[config.mk]
export PLATFORM = sky130hd
export DESIGN_NAME = text_console_ctrl_flat
export DESIGN_NICKNAME = d
export VERILOG_FILES = /design/src/rtl/text_console_ctrl_if.sv /design/src/rtl/text_console_ctrl.sv /design/src/flat_wrapper.sv
export SDC_FILE = /design/constraint.sdc
export NUM_CORES = 1
export LEC_CHECK = 0
export ABC_AREA = 1
export ABC_CLOCK_PERIOD_IN_PS = 8050
export CORE_ASPECT_RATIO = 1.2
export CORE_MARGIN = 2
export CORE_UTILIZATION = 50
export CTS_CLUSTER_SIZE = 16
export DETAILED_ROUTE_END_ITERATION = 6
export GPL_TIMING_DRIVEN = 0
export PLACE_DENSITY = 0.78
export SLEW_MARGIN = 0
export SYNTH_ARGS = -nofsm -noshare
export SYNTH_HDL_FRONTEND = slang
export SYNTH_SLANG_ARGS = --single-unit
export TNS_END_PERCENT = 10
[constraint.sdc]
create_clock -name clk -period 8.05 [get_ports clk]
set_clock_uncertainty 0.05 [all_clocks]
set_input_delay 1.61 -clock clk [delete_from_list [all_inputs] [get_ports clk]]
set_output_delay 1.61 -clock clk [all_outputs]
set_load 0.02 [all_outputs]
[src/rtl/text_console_ctrl_if.sv]
// Byte stream in, text RAM write port out, for the text console controller.
// The slave modport is the controller side; master is the source/RAM side.
interface text_console_ctrl_if #(
    parameter int unsigned ADDR_W = 11
) ();
    logic [7:0]        in_data;
    logic              in_valid;
    logic              in_ready;
    logic              mem_we;
    logic [ADDR_W-1:0] mem_waddr;
    logic [7:0]        mem_wdata;

    modport master (
        output in_data, in_valid,
        input  in_ready, mem_we, mem_waddr, mem_wdata
    );

    modport slave (
        input  in_data, in_valid,
        output in_ready, mem_we, mem_waddr, mem_wdata
    );
endinterface

[src/rtl/text_console_ctrl.sv]
// Character-stream to text RAM writer: cursor tracking, control codes, line wrap
// and hardware scroll via a rotating row_base with clear of the exposed row.
module text_console_ctrl #(
    parameter int unsigned COLS       = 40,
    parameter int unsigned ROWS       = 17,
    parameter int unsigned ADDR_W     = 11,
    parameter logic [7:0]  CLEAR_CHAR = 8'h20
) (
    input  logic                clk,
    input  logic                reset,
    text_console_ctrl_if.slave  bus,
    output logic [4:0]          row_base,
    output logic [5:0]          cursor_col,
    output logic [4:0]          cursor_row,
    output logic                busy
);
    typedef enum logic [1:0] {StClearAll, StIdle, StClearRow} state_e;

    localparam logic [5:0]        LastCol  = 6'(COLS - 1);
    localparam logic [4:0]        LastRow  = 5'(ROWS - 1);
    localparam logic [5:0]        RowsW    = 6'(ROWS);
    localparam logic [ADDR_W-1:0] LastCell = ADDR_W'(COLS * ROWS - 1);
    localparam logic [ADDR_W-1:0] LastIdx  = ADDR_W'(COLS - 1);
    localparam logic [ADDR_W-1:0] AddrOne  = ADDR_W'(1);

    state_e            state_q, state_d;
    logic [ADDR_W-1:0] clr_idx_q, clr_idx_d;
    logic [ADDR_W-1:0] clr_base_q, clr_base_d;
    logic [4:0]        row_base_q, row_base_d;
    logic [5:0]        col_q, col_d;
    logic [4:0]        row_q, row_d;
    logic              mem_we_q, mem_we_d;
    logic [ADDR_W-1:0] mem_waddr_q, mem_waddr_d;
    logic [7:0]        mem_wdata_q, mem_wdata_d;

    logic              accept;
    logic              printable;
    logic              do_newline;
    logic [5:0]        row_sum;
    logic [4:0]        phys_row;
    logic [ADDR_W-1:0] cur_addr;

    assign accept    = bus.in_valid && (state_q == StIdle);
    assign printable = (bus.in_data >= 8'h20) && (bus.in_data <= 8'h7E);

    // Display row -> physical row; both operands < ROWS so one subtract suffices.
    assign row_sum  = {1'b0, row_base_q} + {1'b0, row_q};
    assign phys_row = (row_sum >= RowsW) ? 5'(row_sum - RowsW) : row_sum[4:0];
    assign cur_addr = ADDR_W'(phys_row) * ADDR_W'(COLS) + ADDR_W'(col_q);

    always_comb begin
        state_d     = state_q;
        clr_idx_d   = clr_idx_q;
        clr_base_d  = clr_base_q;
        row_base_d  = row_base_q;
        col_d       = col_q;
        row_d       = row_q;
        mem_we_d    = 1'b0;
        mem_waddr_d = mem_waddr_q;
        mem_wdata_d = mem_wdata_q;
        do_newline  = 1'b0;

        unique case (state_q)
            StClearAll: begin
                mem_we_d    = 1'b1;
                mem_waddr_d = clr_idx_q;
                mem_wdata_d = CLEAR_CHAR;
                if (clr_idx_q == LastCell) begin
                    clr_idx_d = '0;
                    state_d   = StIdle;
                end else begin
                    clr_idx_d = clr_idx_q + AddrOne;
                end
            end
            StClearRow: begin
                mem_we_d    = 1'b1;
                mem_waddr_d = clr_base_q + clr_idx_q;
                mem_wdata_d = CLEAR_CHAR;
                if (clr_idx_q == LastIdx) begin
                    clr_idx_d = '0;
                    state_d   = StIdle;
                end else begin
                    clr_idx_d = clr_idx_q + AddrOne;
                end
            end
            StIdle: begin
                if (accept) begin
                    if (printable) begin
                        mem_we_d    = 1'b1;
                        mem_waddr_d = cur_addr;
                        mem_wdata_d = bus.in_data;
                        if (col_q == LastCol) begin
                            col_d      = '0;
                            do_newline = 1'b1;
                        end else begin
                            col_d = col_q + 6'd1;
                        end
                    end else begin
                        case (bus.in_data)
                            8'h0D: col_d = '0;
                            8'h0A: begin
                                col_d      = '0;
                                do_newline = 1'b1;
                            end
                            8'h08: begin
                                if (col_q != '0) begin
                                    col_d       = col_q - 6'd1;
                                    mem_we_d    = 1'b1;
                                    mem_waddr_d = cur_addr - AddrOne;
                                    mem_wdata_d = CLEAR_CHAR;
                                end
                            end
                            8'h0C: begin
                                col_d      = '0;
                                row_d      = '0;
                                row_base_d = '0;
                                clr_idx_d  = '0;
                                state_d    = StClearAll;
                            end
                            default: ;
                        endcase
                    end
                end
            end
            default: state_d = StClearAll;
        endcase

        // Newline on the last row scrolls: the old top row becomes the new bottom.
        if (do_newline) begin
            if (row_q != LastRow) begin
                row_d = row_q + 5'd1;
            end else begin
                row_base_d = (row_base_q == LastRow) ? 5'd0 : row_base_q + 5'd1;
                clr_base_d = ADDR_W'(row_base_q) * ADDR_W'(COLS);
                clr_idx_d  = '0;
                state_d    = StClearRow;
            end
        end
    end

    always_ff @(posedge clk) begin
        if (reset) begin
            state_q     <= StClearAll;
            clr_idx_q   <= '0;
            clr_base_q  <= '0;
            row_base_q  <= '0;
            col_q       <= '0;
            row_q       <= '0;
            mem_we_q    <= 1'b0;
            mem_waddr_q <= '0;
            mem_wdata_q <= '0;
        end else begin
            state_q     <= state_d;
            clr_idx_q   <= clr_idx_d;
            clr_base_q  <= clr_base_d;
            row_base_q  <= row_base_d;
            col_q       <= col_d;
            row_q       <= row_d;
            mem_we_q    <= mem_we_d;
            mem_waddr_q <= mem_waddr_d;
            mem_wdata_q <= mem_wdata_d;
        end
    end

    assign bus.in_ready  = (state_q == StIdle);
    assign bus.mem_we    = mem_we_q;
    assign bus.mem_waddr = mem_waddr_q;
    assign bus.mem_wdata = mem_wdata_q;
    assign row_base      = row_base_q;
    assign cursor_col    = col_q;
    assign cursor_row    = row_q;
    assign busy          = (state_q != StIdle);
endmodule
[src/flat_wrapper.sv]
// flat-port wrapper written by rule: the top's interface ports become plain ports
module text_console_ctrl_flat 
#(
    parameter int unsigned COLS       = 40,
    parameter int unsigned ROWS       = 17,
    parameter int unsigned ADDR_W     = 11,
    parameter logic [7:0]  CLEAR_CHAR = 8'h20
)
  (clk, reset, row_base, cursor_col, cursor_row, busy, bus_in_data, bus_in_valid, bus_in_ready, bus_mem_we, bus_mem_waddr, bus_mem_wdata);
  text_console_ctrl_if #(.ADDR_W(ADDR_W)) bus_i ();
  input  logic clk;
  input  logic reset;
  output logic [4:0] row_base;
  output logic [5:0] cursor_col;
  output logic [4:0] cursor_row;
  output logic busy;
  input wire logic [$bits(bus_i.in_data)-1:0] bus_in_data;
  input wire logic [$bits(bus_i.in_valid)-1:0] bus_in_valid;
  output wire logic [$bits(bus_i.in_ready)-1:0] bus_in_ready;
  output wire logic [$bits(bus_i.mem_we)-1:0] bus_mem_we;
  output wire logic [$bits(bus_i.mem_waddr)-1:0] bus_mem_waddr;
  output wire logic [$bits(bus_i.mem_wdata)-1:0] bus_mem_wdata;
  assign bus_i.in_data = bus_in_data;
  assign bus_i.in_valid = bus_in_valid;
  assign bus_in_ready = bus_i.in_ready;
  assign bus_mem_we = bus_i.mem_we;
  assign bus_mem_waddr = bus_i.mem_waddr;
  assign bus_mem_wdata = bus_i.mem_wdata;
  text_console_ctrl #(.COLS(COLS), .ROWS(ROWS), .ADDR_W(ADDR_W), .CLEAR_CHAR(CLEAR_CHAR)) u_core (.clk(clk), .reset(reset), .bus(bus_i), .row_base(row_base), .cursor_col(cursor_col), .cursor_row(cursor_row), .busy(busy));
endmodule
* Word-level counts from Yosys, hierarchy flattened
Cells that the tools add are included.
Storage, ports and cells: register bits after elaboration 57, output and inout bits 38, input port bits 11, logic and storage cells 108
Operators by class: add/subtract/negate cells 10, equal/unequal tests 16, bitwise gates (word level) 1, mux-type cells 54, reduce and logical (&&, ||, !) cells 13, magnitude comparators 3, $mul 2
Operator list (number):
- $mux W11 | 11
- $mux W5 | 14
- $pmux W11 S3 | 2
- $eq A8 B4 Y1 const B | 4
- $mux W8 | 4
- $mux W6 | 3
- $mul A5 B3 Y8 const B | 2
- $pmux W8 S2 | 1
- $mux W2 | 7
- $pmux W6 S2 | 1
- $reduce_and A4 Y1 | 3
- $add A11 B1 Y11 const B | 1
- $add A11 B11 Y11 | 1
- $add A11 B6 Y11 | 1
- $eq A11 B10 Y1 const B | 1
- $eq A11 B6 Y1 const B | 1
- $sub A11 B1 Y11 const B | 1
- $add A5 B1 Y5 const B | 2
- $mux W1 | 9
- $ne A3 B1 Y1 const B | 3
- $ge A8 B6 Y1 const B | 1
- $le A8 B7 Y1 const B | 1
- $add A5 B5 Y6 | 1
- $add A6 B1 Y6 const B | 1
- other kinds (20) | 23

* Depth between registers and ports, before layout
Gate-level depths: netlist of run 1.
word-level depth 11, depth in mapped cells 28, depth with buffers taken out 28

* Worst setup path after synthesis of run 1
OpenSTA, ideal clock, no wires.
path type flip-flop to flip-flop, start point register u_core.row_base_q[0] (netlist: u_core.row_base[0]), end point register u_core.mem_waddr_q[9] (netlist: u_core.bus.mem_waddr[9]), clock period less this slack 4.243 ns, required time 7.881 ns, arrival 4.074 ns, setup time 0.119 ns, path buffers 0, stages on the path, launching flop included 20, slack 3.807 ns, path through dfxtp_1 > ha_1 > fa_1 > xnor2_1 > nand4_1 > nand3_1 > nand2_1 > o21ai_0 > ha_1 > ha_1 > fa_1 > inv_1 > nor2_1 > xnor2_1 > nand4_1 > nand3b_1 > nand3_1 > nand3_1 > nand2_1 > a21oi_1
On the way: word-level cells in the longest chain between the ends 11, elaborated cells between the ends (all ways) 12, those cells by class add/sub: 4; mul: 1; order compare: 1; mux: 6
Ends and longest elaborated chain:
- from (decl) | line text_console_ctrl.sv:29 | logic [4:0] row_base_q, row_base_d;
- from (signal assigned) | line text_console_ctrl.sv:156 | row_base_q <= row_base_d;
- $add A5 B5 Y6 (*) | line text_console_ctrl.sv:47 | assign row_sum = {1'b0, row_base_q} + {1'b0, row_q};
- $sub A5 B5 Y5 or $ge A6 B5 Y1 (tied branches) | line text_console_ctrl.sv:48 | assign phys_row = (row_sum >= RowsW) ? 5'(row_sum - RowsW) : row_sum[4:0];
- $mux W5 (*) | line text_console_ctrl.sv:48
- $mul A5 B3 Y8 (*) | line text_console_ctrl.sv:49 | assign cur_addr = ADDR_W'(phys_row) * ADDR_W'(COLS) + ADDR_W'(col_q);
- $add A11 B6 Y11 (*) | line text_console_ctrl.sv:49
- $sub A11 B1 Y11 | line text_console_ctrl.sv:109 | mem_waddr_d = cur_addr - AddrOne;
- $mux W11 | line text_console_ctrl.sv:106 | if (col_q != '0) begin
- $mux W11 | line text_console_ctrl.sv:99 | case (bus.in_data)
- $mux W11 (*) | line text_console_ctrl.sv:88 | if (printable) begin
- $mux W11 (*) | line text_console_ctrl.sv:87 | if (accept) begin
- $pmux W11 S3 (*) | line text_console_ctrl.sv:63 | unique case (state_q)
- to (signal assigned) | line text_console_ctrl.sv:160 | mem_waddr_q <= mem_waddr_d;
- to (decl) | line text_console_ctrl.sv:33 | logic [ADDR_W-1:0] mem_waddr_q, mem_waddr_d;
Mark *: on every way between the ends. The rest lies on a longest branch, timed or not. The select of a mux whose other input is x is not followed. A chain may end at the register's enable or synchronous reset.

* Worst setup path after layout of run 1
Ends and elaborated chain as after synthesis.

==> results of run 1 <==
-- critical path, stage by stage (launching register included) --
cell and delay [ns]:
dfxtp_1 0.41, ha_1 0.28, fa_1 0.43, xnor2_1 0.38, nand4_1 0.17, nand3_1 0.17, nand2_1 0.16, o21ai_0 0.54
ha_1 0.37, ha_1 0.23, fa_1 0.55, inv_1 0.07, nor2_1 0.13, xnor2_1 0.20, nand4_1 0.19, nand3b_1 0.20
nand3_1 0.09, nand3_1 0.08, nand2_1 0.08, a21oi_1 0.06
-- layer usage --
metal / routed length (µm) / GRT usage (%) / share of wire, % / up-vias
li1: - / - / - / 2188
met1: 5094 / 32.80 / 43 / 2118
met2: 5962 / 44.03 / 50 / 151
met3: 506 / 3.882 / 4.2 / 33
met4: 387 / 11.19 / 3.2 / 0
met5: 0 / 0 / 0 / -
-- cells by family (layout without fill, tap and decap cells) --
family / count (synthesis) / count (layout) / share of synthesized area (%)
adders and majority gates: 46 / 46 / 14.17
buffers and inverters: 98 / 160 / 9.424
and+or+nand+nor: 247 / 247 / 26.54
AOI/OAI and AO/OA: 135 / 135 / 18.85
xor gates and xnor gates: 23 / 23 / 4.654
DFF: 57 / 57 / 26.37
-- worst max path at each step --
stage                                       start                               endpoint  slack (ns)  cells past startpoint
floorplan           u_core.row_base[0]$_SDFF_PP0_   u_core.bus.mem_waddr[9]$_SDFFE_PP0P_        3.81                     19
global placement    u_core.row_base[0]$_SDFF_PP0_  u_core.bus.mem_waddr[10]$_SDFFE_PP0P_        3.33                     21
detailed placement  u_core.row_base[0]$_SDFF_PP0_   u_core.bus.mem_waddr[9]$_SDFFE_PP0P_        3.18                     19
CTS                 u_core.row_base[0]$_SDFF_PP0_   u_core.bus.mem_waddr[9]$_SDFFE_PP0P_        3.16                     19
global route        u_core.row_base[0]$_SDFF_PP0_   u_core.bus.mem_waddr[9]$_SDFFE_PP0P_        2.81                     21
finish              u_core.row_base[0]$_SDFF_PP0_   u_core.bus.mem_waddr[9]$_SDFFE_PP0P_        3.12                     19
-- power by group --
group          total [µW]  leakage (µW)  internal [µW]  switching [µW]
combinational        42.0       0.00172           16.8            25.2
clock                 278      0.000101            165             113
sequential            287      0.000461            285            2.31
total                 607       0.00228            466             141
-- per-stage QoR --
| stage | area [µm²] | util (%) | cells | hold WS (ns) | total power [µW] |
|---|---|---|---|---|---|
| floorplan | 4328 | - | 606 | 0.3870 | 316.6 |
| global placement | 4955 | 58.48 | 771 | 0.4009 | 332.9 |
| detailed placement | 4955 | 58.48 | 771 | 0.4030 | 334.3 |
| CTS | 5157 | 60.88 | 785 | 0.4119 | 609.1 |
| global route | 5157 | 60.88 | 785 | 0.4400 | 623.1 |
| finish | 5157 | 60.88 | 785 | 0.4054 | 607.0 |
-- layout by cell type, fill, tap and decap left out, types with 8 or more instances in the layout --
master / netlist / layout
clkbuf_8: 1 / 13
nand2_1: 93 / 93
ha_1: 41 / 41
inv_1: 74 / 74
nand3_1: 42 / 42
clkbuf_1: 9 / 9
dfxtp_1: 57 / 57
o21ai_0: 39 / 39
a21oi_1: 48 / 48
clkdlybuf4s50_1: 0 / 48
xor2_1: 16 / 16
nand4_1: 16 / 16
nor2_1: 60 / 60
nor3_1: 8 / 8
-- registers in the layout, indices dropped and copies added (netlist names), 2 cells and up --
register              cells
u_core.clr_base_q         8
u_core.cursor_col         6
u_core.row_base           5
u_core.cursor_row         5
u_core.clr_idx_q         11
u_core.bus.mem_wdata      8
u_core.state_q            2
u_core.bus.mem_waddr     11
-- cells in the mapped netlist (4+ instances only) --
master,n
xor2_1,16
nand3_1,42
dfxtp_1,57
clkbuf_1,9
nand2_1,93
o21ai_1,6
nor2_1,60
o21ai_0,39
xnor2_1,7
a21oi_1,48
o31ai_1,4
nor3b_1,4
inv_1,74
a211oi_1,5
inv_2,6
a221oi_1,7
ha_1,41
nand4_1,16
nand2_2,6
nand3_2,4
nor3_1,8
a31oi_1,4
fa_1,5
-- layout make-up --
type | instances | area, µm²
clock inverter | 2 | 37.54
inverter | 81 | 304.0
buffer | 17 | 103.9
multi-input combinational | 451 | 2779
sequential | 57 | 1141
timing repair buffer | 48 | 480.5
fill | 802 | 3314
clock buffer | 12 | 165.2
tap | 117 | 146.4
==> impl_metrics.yaml, run 1 <==
timing:
  setup_violations: 0
  setup_tns_ns: 0
  period_needed_ns: 4.928
  finalWorstSetupSlack_ns: 3.122
  final_hold_viol_count: 0
  fmax_mhz: 202.9
  rsz0062_at_grt: "no"
  slew_violations: 0
  worst_slew_pin_slew_ns: 0.8510
  maxSlewHeadroom_pct: 42.53
  period_share_pct: 61.22
logic_synthesis:
  postSynth.asyncResetShare_pct: 0
  ys_warn_count: 0
  seq_area_frac_synth_pct: 26.37
  ys.flop_type: "dfxtp_1"
  yosysUniqueCellTypes: 53
  yosysTopAreaCellShare_pct: 26.37
  yosys-top-cells-area: "dfxtp_1 26%, ha_1 12%, nand2_1 8.1%"
  ys_ff_latch: 57
  synth_edf_count: 0
  synthesis.area_mm2: 0.004328
  synth_fp_nets: 663
  syn_avg_cell_area_um2: 7.142
  synth_top_cell_by_area: "dfxtp_1"
  synth_cells: 606
critical_path:
  worst_ep_required_time_ns: 8.23
  worstPathArrival_ns: 5.11
  critical_path_class: "register to register"
  worstSetupStartpointType: "register"
  rrSetupSlack_ns: 3.12
  reg2reg_to: "u_core.bus.mem_waddr[9]$_SDFFE_PP0P_"
  r2r-start: "u_core.row_base[0]$_SDFF_PP0_"
  reg2reg_depth: 19
  critPathCaptureType: "register"
  path_max_fanout: 7
clock_tree:
  cts_made_buffers: 9
  clock_path_buffers: 2
  clk_pin_slew_ns: 0.07
  cts_resized: 0
  cts_root_buffer: "clkbuf_8"
  cts_tree: "done"
  ctsHtreeMaxLevel: 3
  postCtsSetupBuffers: 0
  clk_latency_ns: 0.34
  ctsHoldBuffers: 0
  cts.sinks: 57
floorplan:
  fp.coreArea_mm2: 0.008472
  dieArea_mm2: 0.009419
  fp.dieW_um: 88.93
  start_util_pct: 51.09
  die_y_um: 105.9
  fp-row-count: 37
  pin_count: 49
worst_hold_path:
  min_from: "u_core.bus.mem_wdata[7]$_SDFFE_PP0P_"
  holdPathEnd: "u_core.bus.mem_wdata[7]$_SDFFE_PP0P_"
  min_path_type: "register to register"
  whs_path_depth: 2
routing:
  viasPerCell: 5.720
  first_iter_violations: 384
  routed_wl_um: 11950
  routed-via-count: 4490
  avgRoutedWirePerCell_um: 15.22
  ant_nets: 0
  drc_errors: 0
  drt_pre_antenna_iters: 5
status:
  status: "finished clean"
global_routing:
  overflow: 0
  grt_max_degree: 11
  antenna_found_initial: 0
  grt_pass1_wl_um: 19670
  first_global_vias: 4226
  grt_usage_pct: 26.19
pwr:
  powerDensity_mw_per_mm2: 117.7
  ir_worst_vdd_uv: 58.47
  leakage_uw: 0.002284
placement:
  portBuffers: 48
  hpwl_um: 9249
  pre_cts_ws_ns: 3.183
  gp_congestion: 0.9582
run:
  drv_cap: 0
finish:
  syn_to_final_growth_pct: 19.17
  layout-drive-gt1-share_pct: 7.635
  diodes: 0
  final_nets: 722
No activity file was read; power rests on OpenSTA's default activity.
==> inputs of run 2 (changes only) <==
- ABC_CLOCK_PERIOD_IN_PS: 8050 -> 4100
- PLACE_DENSITY: 0.78 -> 0.81
- clock period: 8.05 -> 4.1 ns (I/O delays scaled with it)
==> run 2 against run 1 <==
The run now ends with DRC left. Largest power group is now the clock network. Routed wire length up 4.4%. Die area did not move. Via count increased by 1.5%. Core utilization grew 3.4 points. Sequential power rose by 95%. First-iteration DRC count fell by 0.52%. Non-clock buffer count rose by 10. Combinational power increased by 98%. Sequential share of layout area is 0.86 points lower. Global-route usage is 0.52 points higher.
==> impl_metrics.yaml, run 2 (same netlist as run 1, synthesis figures left out) <==
global_routing:
  grt_pass1_wl_um: 19910
  first_global_vias: 4322
  grt_max_degree: 11
  met1_usage_pct: 31.58
  grt_usage_pct: 26.70
  grt_use_met2_pct: 47.65
  gr-max-usage-layer: "met2"
  use_met3_pct: 4.891
  overflow: 0
  antenna_found_initial: 0
critical_path:
  worst_ep_required_time_ns: 4.34
  worstSetupStartpointType: "register"
  reg2reg_depth: 23
  critical_path_class: "register to register"
  rrSetupSlack_ns: 0.0009
  path_max_fanout: 5
  critPathCaptureType: "register"
  worstPathArrival_ns: 4.34
timing:
  fmax_mhz: 244.0
  finalWorstSetupSlack_ns: 0.0009264
  period_share_pct: 99.98
  maxSlewHeadroom_pct: 47.89
  rsz0062_at_grt: "yes"
  setup_violations: 0
  slew_violations: 0
  setup_tns_ns: 0
  final_hold_viol_count: 0
  period_needed_ns: 4.099
  worst_slew_pin_slew_ns: 0.7715
floorplan:
  dieArea_mm2: 0.009419
  pin_count: 49
  fp-row-count: 37
  fp.coreArea_mm2: 0.008472
  fp.dieW_um: 88.93
  die_y_um: 105.9
  start_util_pct: 51.09
placement:
  gp_congestion: 0.9501
  hpwl_um: 9212
  pre_cts_ws_ns: -0.3924
  portBuffers: 48
  postPlaceCellArea_mm2: 0.004967
pwr:
  leakage_uw: 0.002365
  powerDensity_mw_per_mm2: 239.7
  ir_worst_vdd_uv: 182.2
routing:
  ant_nets: 0
  routed_wl_um: 12470
  drt_pre_antenna_iters: 7
  first_iter_violations: 382
  avgRoutedWirePerCell_um: 15.65
  viasPerCell: 5.718
  routed-via-count: 4557
  drc_errors: 4
clock_tree:
  cts_made_buffers: 9
  clk_pin_slew_ns: 0.08
  cts.sinks: 57
  ctsHoldBuffers: 0
  cts_root_buffer: "clkbuf_8"
  ctsHtreeMaxLevel: 3
  cts_tree: "done"
  clk_latency_ns: 0.35
  clock_path_buffers: 2
finish:
  syn_to_final_growth_pct: 25.73
  fill_cells: 685
  design_area_mm2: 0.005441
  utilization_pct: 64.23
  layout-drive-gt1-share_pct: 14.41
  final_nets: 732
  final_common_cell: "nand2_1"
  diodes: 0
  final_cell_mix: "89 x nand2_1, 71 x inv_1, 57 x nor2_1"
worst_hold_path:
  whs_path_depth: 2
  min_path_type: "register to register"
status:
  status: "finished with violations"
  violations: "DRC"
run:
  drv_cap: 0
==> run 2: cell count changes in the layout (fill, tap and decap cells not counted), moves of 4 or more <==
| cell | previous run | this run |
|---|---|---|
| dfxtp_1 | 57 | 50 |
| nand3_1 | 42 | 38 |
| nand3_2 | 4 | 8 |
| dfxtp_2 | 0 | 4 |
| buf_4 | 1 | 11 |
| ha_1 | 41 | 37 |
| nand2_1 | 93 | 89 |
==> run 2: path summary, 6_finish.rpt <==
path                                                      startpoint                               endpoint
worst max-delay path                 u_core.cursor_row[0]$_SDFF_PP0_  u_core.bus.mem_waddr[10]$_SDFFE_PP0P_
worst min-delay path            u_core.bus.mem_wdata[7]$_SDFFE_PP0P_   u_core.bus.mem_wdata[7]$_SDFFE_PP0P_
worst max register to register       u_core.cursor_row[0]$_SDFF_PP0_  u_core.bus.mem_waddr[10]$_SDFFE_PP0P_
worst min register to register  u_core.bus.mem_wdata[7]$_SDFFE_PP0P_   u_core.bus.mem_wdata[7]$_SDFFE_PP0P_
==> run 2: power by group <==
group          internal (µW)  leakage (µW)  switching, µW
sequential               557      0.000465           4.39
clock                    420      0.000120            241
combinational           33.2       0.00178           50.0
total                   1010       0.00236            295
==> run 2: layout make-up <==
| cell class | count | area, µm² | area share [%] |
|---|---|---|---|
| Tap cell | 117 | 146.4 | 2.690 |
| Sequential cell | 57 | 1157 | 21.27 |
| Multi-Input combinational cell | 451 | 2930 | 53.85 |
| Inverter | 81 | 304.0 | 5.587 |
| Clock buffer | 11 | 141.4 | 2.598 |
| Timing Repair Buffer | 58 | 555.5 | 10.21 |
| Buffer | 17 | 103.9 | 1.908 |
| Clock inverter | 5 | 102.6 | 1.885 |
==> run 2: per-layer routing <==
layer / part of all wire, % / wire length (µm)
met5: 0 / 0
met4: 2.6 / 327
met3: 5.5 / 682
met2: 52 / 6470
met1: 40 / 4992
==> run 2: stage by stage <==
stage	total power (µW)	hold WS [ns]	cells
2_1_floorplan	621.6	0.3870	606
3_3_place_gp	653.6	0.3963	771
3_5_place_dp	656.2	0.4047	771
4_1_cts	1309	0.4154	794
5_1_grt	1335	0.4266	797
6_report	1305	0.4085	797
==> run 2: repair_timing <==
item                                   in CTS  in global routing
buffers inserted                            7                  3
gates cloned                                0                  0
endpoints found under the hold margin       0                  0
setup endpoints to repair                   3                  4
pin swaps                                  11                 14
resized for setup                          19                 22
==> run 2: worst max-delay path: stages (launching register included) <==
cell,delay [ns]
dfxtp_4,0.36
ha_4,0.16
fa_2,0.53
inv_2,0.06
ha_4,0.16
nand4_1,0.10
nand3_2,0.12
nand2_4,0.11
nand2_1,0.07
xnor2_1,0.16
inv_1,0.09
ha_1,0.30
ha_1,0.33
a21oi_1,0.10
or2_2,0.33
nor4_2,0.31
nand3_1,0.14
nand2_2,0.12
inv_2,0.03
nand2_1,0.06
nand3_2,0.07
nand2_2,0.08
nand2_2,0.07
a21oi_2,0.11
==> inputs of run 3 (changes only) <==
--- a/constraint.sdc
+++ b/constraint.sdc
@@ -3,3 +3,3 @@
 set_input_delay 0.82 -clock clk [delete_from_list [all_inputs] [get_ports clk]]
 set_output_delay 0.82 -clock clk [all_outputs]
-set_load 0.02 [all_outputs]
+set_load 0.1 [all_outputs]
==> run 3 against run 2 <==
The flow finishes with violations (setup timing). Routed wire length rose by 0.75%. Register-to-register slack barely moved. Clock power fell by 9.2%. Cell area rose by 0.25%. Critical path depth did not move. Core utilization rose by 0.16 points. Critical path type unchanged. Critical endpoint unchanged. Largest power group unchanged.
==> impl_metrics.yaml, run 3 (same netlist as run 1, synthesis figures left out) <==
floorplan:
  die_y_um: 105.9
  fp.dieW_um: 88.93
  fp-row-count: 37
  dieArea_mm2: 0.009419
  pin_count: 49
  start_util_pct: 51.09
  fp.coreArea_mm2: 0.008472
finish:
  utilization_pct: 64.39
  final_nets: 734
  layout-drive-gt1-share_pct: 15.25
  syn_to_final_growth_pct: 26.05
  diodes: 0
  final_cell_mix: "90 x nand2_1, 71 x inv_1, 57 x nor2_1"
  final_common_cell: "nand2_1"
timing:
  maxSlewHeadroom_pct: 30.56
  finalWorstSetupSlack_ns: -0.007103
  rsz0062_at_grt: "yes"
  setup_violations: 1
  holdWs_ns: 0.4134
  period_needed_ns: 4.107
  worst_slew_pin_slew_ns: 1.038
  fmax_mhz: 243.5
  final_hold_viol_count: 0
  slew_violations: 0
  period_share_pct: 100.2
clock_tree:
  ctsHtreeMaxLevel: 3
  cts_tree: "done"
  clk_latency_ns: 0.36
  clock_path_buffers: 2
  cts_root_buffer: "clkbuf_8"
  ctsHoldBuffers: 0
  cts_made_buffers: 9
  clk_pin_slew_ns: 0.07
  cts.sinks: 57
critical_path:
  rrSetupSlack_ns: -0.007
  critPathCaptureType: "register"
  cp_common_cell: "nand3_2"
  crit_cells: 23
  crit_path_cell_trace: "ha_4, fa_2, inv_4, ha_4, nand4_1, nand3_2, nand2_4, nand4_1, xnor2_2, ha_1, ha_2, fa_2, buf_6, xor2_1, inv_1, nand3_2, nor2_2, nand2_1, nand2_1, nand3_2, nand2_2, nand2_2, a21oi_2"
  cpLargestDelayFamily: "adder cells"
  worst_ep_required_time_ns: 4.34
  worstSetupStartpointType: "register"
  cp.buffers_inverters: 3
  worstPathArrival_ns: 4.35
  critPathMaxStageDelay_ns: 0.56
  slowest_stage: "fa_2"
  reg2reg_depth: 23
  path_max_fanout: 4
  critical_path_class: "register to register"
routing:
  drt_pre_antenna_iters: 6
  routed-via-count: 4583
  first_iter_violations: 308
  ant_nets: 0
  viasPerCell: 5.736
  drc_errors: 0
  avgRoutedWirePerCell_um: 15.73
  routed_wl_um: 12570
worst_hold_path:
  whs_path_depth: 2
  min_path_type: "register to register"
pwr:
  ir_worst_vdd_uv: 155.2
  powerDensity_mw_per_mm2: 230.5
  leakage_uw: 0.002372
run:
  drv_cap: 0
global_routing:
  grt_pass1_wl_um: 20470
  antenna_found_initial: 0
  grt_max_degree: 11
  overflow: 0
  grt_usage_pct: 27.67
  first_global_vias: 4497
placement:
  gp_congestion: 0.9208
  hpwl_um: 9316
  portBuffers: 48
status:
  status: "finished with violations"
  violations: "setup timing"
-- run 3: repair_timing --
action	4_1_cts	5_1_grt
gates resized for setup	10	20
pin swaps	7	20
setup buffers	7	5
setup endpoints to repair	3	4
gates cloned	0	0
-- run 3: final timing paths --
path | from | endpoint
max | u_core.row_base[0]$_SDFF_PP0_ | u_core.bus.mem_waddr[10]$_SDFFE_PP0P_
max reg2reg | u_core.row_base[0]$_SDFF_PP0_ | u_core.bus.mem_waddr[10]$_SDFFE_PP0P_
min reg2reg | u_core.bus.mem_wdata[7]$_SDFFE_PP0P_ | u_core.bus.mem_wdata[7]$_SDFFE_PP0P_
min | u_core.bus.mem_wdata[7]$_SDFFE_PP0P_ | u_core.bus.mem_wdata[7]$_SDFFE_PP0P_
-- run 3: power breakdown --
part	total, µW	switching (µW)	internal, µW
registers	559	4.73	554
logic	99.0	65.9	33.1
clock network	599	251	348
-- run 3: cell type report --
class | instances | area (µm²)
fillers | 715 | 3017
clock buffers | 12 | 176.4
inverters | 81 | 306.5
multi-input cells | 451 | 2932
well taps | 117 | 146.4
clock inverters | 4 | 47.55
flip-flops and latches | 57 | 1169
plain buffers | 17 | 103.9
repair buffers | 60 | 574.3
-- run 3: routing by layer --
layer	part of all wire [%]	GRT usage [%]	vias up	wire length (µm)
li1	-	-	2211	-
met1	39	33.19	2162	4953
met2	51	46.48	166	6388
met3	5.8	5.435	44	724
met4	4.0	13.33	0	500
met5	0	0	-	0
-- run 3: per-stage QoR --
stage	worst slack, ns	setup TNS, ns	total power, µW	cells	area, µm²
global route	-0.2427	-0.5205	1296	799	5455
global placement	-0.1204	-0.2297	665.1	771	5012
CTS	0.009566	0	1256	794	5329
floorplan	0.006869	0	633.1	606	4385
detailed placement	-0.2139	-0.4286	667.7	771	5012
finish	-0.007103	-0.007103	1258	799	5455
-- run 3: worst reg2reg max path: stages (launching register included) --
cell     delay, ns
dfxtp_4       0.36
ha_4          0.16
fa_2          0.56
inv_4         0.06
ha_4          0.15
nand4_1       0.11
nand3_2       0.12
nand2_4       0.09
nand4_1       0.13
xnor2_2       0.19
ha_1          0.30
ha_2          0.20
fa_2          0.48
buf_6         0.14
xor2_1        0.15
inv_1         0.10
nand3_2       0.09
nor2_2        0.13
nand2_1       0.05
nand2_1       0.07
nand3_2       0.08
nand2_2       0.09
nand2_2       0.06
a21oi_2       0.12
